<file path="src/rtl/serial_adder.sv">
// Bit-serial ripple adder: one full-adder slice plus a carry flop, LSB first.
// Sum and carry-out are registered on completion and held until the next result.
module serial_adder #(
  parameter int unsigned WIDTH = 8
) (
  input  logic             clk,
  input  logic             rst,
  input  logic             start_i,
  input  logic [WIDTH-1:0] a_i,
  input  logic [WIDTH-1:0] b_i,
  input  logic             cin_i,
  output logic             busy_o,
  output logic             done_o,
  output logic [WIDTH-1:0] sum_o,
  output logic             cout_o
);

  localparam int unsigned CntW = $clog2(WIDTH) + 1;

  typedef enum logic [1:0] {StIdle, StShift, StDone} state_e;

  state_e           state_q, state_d;
  logic [WIDTH-1:0] a_q, a_d, b_q, b_d, s_q, s_d;
  logic [WIDTH-1:0] sum_q, sum_d;
  logic             c_q, c_d, cout_q, cout_d;
  logic [CntW-1:0]  cnt_q, cnt_d;
  logic             fa_s, fa_c;

  always_ff @(posedge clk) begin
    if (rst) begin
      state_q <= StIdle;
      a_q     <= '0;
      b_q     <= '0;
      s_q     <= '0;
      c_q     <= 1'b0;
      cnt_q   <= '0;
      sum_q   <= '0;
      cout_q  <= 1'b0;
    end else begin
      state_q <= state_d;
      a_q     <= a_d;
      b_q     <= b_d;
      s_q     <= s_d;
      c_q     <= c_d;
      cnt_q   <= cnt_d;
      sum_q   <= sum_d;
      cout_q  <= cout_d;
    end
  end

  always_comb begin
    state_d = state_q;
    a_d     = a_q;
    b_d     = b_q;
    s_d     = s_q;
    c_d     = c_q;
    cnt_d   = cnt_q;
    sum_d   = sum_q;
    cout_d  = cout_q;
    fa_s    = a_q[0] ^ b_q[0] ^ c_q;
    fa_c    = (a_q[0] & b_q[0]) | (c_q & (a_q[0] ^ b_q[0]));

    unique case (state_q)
      StIdle, StDone: begin
        state_d = StIdle;
        if (start_i) begin
          a_d     = a_i;
          b_d     = b_i;
          c_d     = cin_i;
          cnt_d   = '0;
          state_d = StShift;
        end
      end
      StShift: begin
        a_d          = a_q >> 1;
        b_d          = b_q >> 1;
        c_d          = fa_c;
        // Shift the new sum bit in at the top; also covers WIDTH=1.
        s_d          = s_q >> 1;
        s_d[WIDTH-1] = fa_s;
        cnt_d        = cnt_q + CntW'(1);
        if (cnt_q == CntW'(WIDTH - 1)) begin
          sum_d   = s_d;
          cout_d  = fa_c;
          state_d = StDone;
        end
      end
      default: state_d = StIdle;
    endcase
  end

  assign busy_o = (state_q == StShift);
  assign done_o = (state_q == StDone);
  assign sum_o  = sum_q;
  assign cout_o = cout_q;

endmodule

</file>
<file path="config.mk">
export PLATFORM = sky130hd
export DESIGN_NAME = serial_adder
export DESIGN_NICKNAME = d
export VERILOG_FILES = /design/src/rtl/serial_adder.sv
export SDC_FILE = /design/constraint.sdc
export NUM_CORES = 1
export LEC_CHECK = 0
export ABC_AREA = 1
export CAP_MARGIN = 20
export CORE_ASPECT_RATIO = 1.1
export CORE_MARGIN = 8
export CORE_UTILIZATION = 48
export DETAILED_ROUTE_END_ITERATION = 8
export PLACE_DENSITY_LB_ADDON = 0.12
export SYNTH_ARGS = -nofsm -noshare
export SYNTH_HDL_FRONTEND = slang
export SYNTH_SLANG_ARGS = --single-unit
</file>
<file path="constraint.sdc">
create_clock -name clk -period 2.1 [get_ports clk]
set_clock_uncertainty 0.05 [all_clocks]
set_input_delay 0.21 -clock clk [delete_from_list [all_inputs] [get_ports clk]]
set_output_delay 0.21 -clock clk [all_outputs]
set_load 0.02 [all_outputs]
</file>
==> reports/summary.txt <==
outcome - finished clean
Clock power frac - 39.5%
syn nets - 262
synth cell count leaders - nand3_1 (69), dfxtp_1 (39), nand2_1 (33)
total CTS buffers - 5
hold path startpoint - s_q[1]
leading area contributor after synthesis - dfxtp_1
post-synth cell types - 20
Synth async-reset ratio - 0%
Via Count - 1608
adder-cell share of the synthesized area - 1.83%
CP Class - flop to output pin
dpl hpwl - 2620 um
Tcrit/Tclk final - 90.8%
slowest stage delay, CP - 0.61 ns
worst hold slack - 0.405 ns
cell count of the worst hold path - 2
Leak Pwr - 0.000922 uW
top cells by area, synth - dfxtp_1 (44%), nand3_1 (19%), nand2_1 (7.0%)
synth warn - 0
Power Dens Cells - 762 mW/mm^2
antenna viol nets, final - 0
vias in the first global route - 1493
Switching Share - 24.9%
part of the power in registers - 48.5%
initial antenna violation count - 0
# diodes - 0
grt ovf - 0
post-synthesis cell count - 240
register area share after synthesis - 44.0%
Detailed Route Iter0 Violations - 107
CP Cell Sequence - inv_4 > nor2_4 > clkdlybuf4s50_1
Setup Viol. Count Final - 0
worst slew pin tran - 0.608 ns
Initial Utilization - 49.3%
core outline area - 0.00360 mm^2
Die Width - 73.9 um
r2r worst-path depth - 5
Critical Path RT - 1.84 ns
xor and xnor fraction of the mapped netlist area - 0%
Peak VDD IR - 0.000419 V
CP max FO - 17
Area Overhead vs Synth - 23.3%
Layout Nets - 288
ys flop type - dfxtp_1
CP endpoint kind - output pin
DRC viols - 0
Total GRT Usage - 14.1%
largest family of logic cells by synthesized area - simple AND/OR/NAND/NOR gates
Pint - 1250 uW
layout cell share with drive strength beyond 1 - 8.61%
Fill cells - 357
clock sink count - 39
worst skew pair latency - 0.29 ns
Hold EP - s_q[1]
Die ar. - 0.00590 mm^2
Yosys reg bits - 39
max cap viols - 0
Hold Fails Final Rpt - 0
Psw - 415 uW
first-pass GRT wire length - 6580 um
count leader, synth - nand3_1
Worst setup SP type - flop
clock buffer depth - 2
synthesized area per cell - 7.39 um^2
drt wl/cell - 12.1 um
DP Worst Slack - 0.338 ns
drt total wl - 3850 um
reg-to-reg critical path endpoint - sum_o[2]
CTS H-tree depth - 2
TritonCTS clock tree - yes
Vias/cell - 5.07
number of port buffers - 30
mux share of post-synthesis cell area - 0%
Tmin final - 1.91 ns
RePlAce Congestion - 0.767
num ports - 31
flop2flop setup slack - 0.52 ns
Simple-Gate Fraction of Synth Area - 34.2%
Root Driver - clkbuf_8
Critical R2R Launch - state_q[1]
Fin Setup TNS - 0 ns
WP data arrival - 1.65 ns
Yosys top cell area share - 44.0%
DRT Pass-1 Iters - 4
Max stage delay cell, worst path - clkdlybuf4s50_1
Slew HR - 59.3%
pin count of the biggest net entering global routing - 31
Logic pwr share - 12.0%
FMAX - 0.524 GHz
Die Ht - 79.7 um
setup ws final - 0.193 ns
Clock transition at path regs - 0.08 ns
total power - 1660 uW
Slew Limit Fails - 0
RSZ-0062 raised after global routing - false
complex-gate fraction of the synthesized area - 9.17%
EDFF count, synth - 0
worst min path class - flop to flop
count of standard-cell rows - 23
Util after Layout - 60.8%
Cell Area, Synth - 0.00177 mm^2
==> placed cells by master, fill, tap and decap left out <==
cell / instances
a21oi_1: 20
a21oi_2: 2
buf_4: 5
bufinv_16: 1
clkbuf_8: 6
clkdlybuf4s50_1: 30
clkinv_1: 1
clkinv_2: 1
dfxtp_1: 38
dfxtp_2: 1
fa_1: 1
ha_1: 1
inv_1: 19
inv_2: 1
inv_4: 1
nand2_1: 33
nand2_2: 3
nand3_1: 69
nor2_1: 23
nor2_4: 1
nor2_8: 1
o21ai_0: 9
==> metal layers <==
layer	track usage, %	up-vias	part of all wire, %
met3	4.65	6	4.3
li1	-	838	-
met1	17.0	732	48
met4	5.40	0	1.6
met2	22.4	32	46
met5	0	-	0
==> flip-flops by register name (all words and copies together) (netlist names) <==
signal and flops:
b_q 8, cnt_q 4, cout_o 1, state_q 2, sum_o 8, c_q 1, s_q 7, a_q 8
==> per-stage QoR <==
stage / instance area, um^2 / cells
final: 2190 / 317
after CTS: 2180 / 317
after detailed placement: 2070 / 309
after global routing: 2190 / 317
after floorplan: 1770 / 240
after global placement: 2070 / 309
==> final cells by class <==
class / count / area, um^2 / area share [%]
clock inverter: 2 / 35.0 / 1.60
multi-input combinational: 163 / 801 / 36.6
tap: 50 / 62.6 / 2.86
clock buffer: 6 / 82.6 / 3.78
sequential: 39 / 782 / 35.8
inverter: 22 / 85.1 / 3.89
timing repair buffer: 35 / 338 / 15.5
==> repair_timing <==
| action | 4_1_cts | 5_1_grt |
|---|---|---|
| endpoints found under the setup margin | 0 | 2 |
| hold buffers | 0 | 0 |
| gates resized for setup | 0 | 1 |
| setup buffers | 0 | 0 |
==> kinds of logic (layout without fill, tap and decap cells) <==
logic type / after synthesis / in the layout
adders and majority gates: 2 / 2
and+or+nand+nor: 130 / 130
AOI/OAI and AO/OA: 31 / 31
DFF: 39 / 39
buffers and inverters: 38 / 65
==> power by group through the flow <==
stage	Clock (uW)	Sequential, uW	Combinational (uW)
6_report	657	808	199
5_1_grt	705	814	223
4_1_cts	670	807	200
3_5_place_dp	0	824	201
3_3_place_gp	0	823	198
2_1_floorplan	0	813	152
==> worst max-delay path by stage <==
stage	from	to	slack [ns]	cells past startpoint
2_1_floorplan	state_q[1]	done_o	0.93	3
3_3_place_gp	state_q[0]	busy_o	0.36	3
3_5_place_dp	state_q[0]	busy_o	0.34	3
4_1_cts	state_q[0]	busy_o	0.0002	3
5_1_grt	state_q[0]	busy_o	0.12	3
6_report	state_q[0]	busy_o	0.19	3
==> critical path: cells and delay by family (launching register included) <==
| family | cells | cell delay, ns |
|---|---|---|
| buffers and inverters | 2 | 0.75 |
| flip-flops | 1 | 0.48 |
| AND/OR/NAND/NOR | 1 | 0.12 |
No activity file was read; power rests on OpenSTA's default activity.
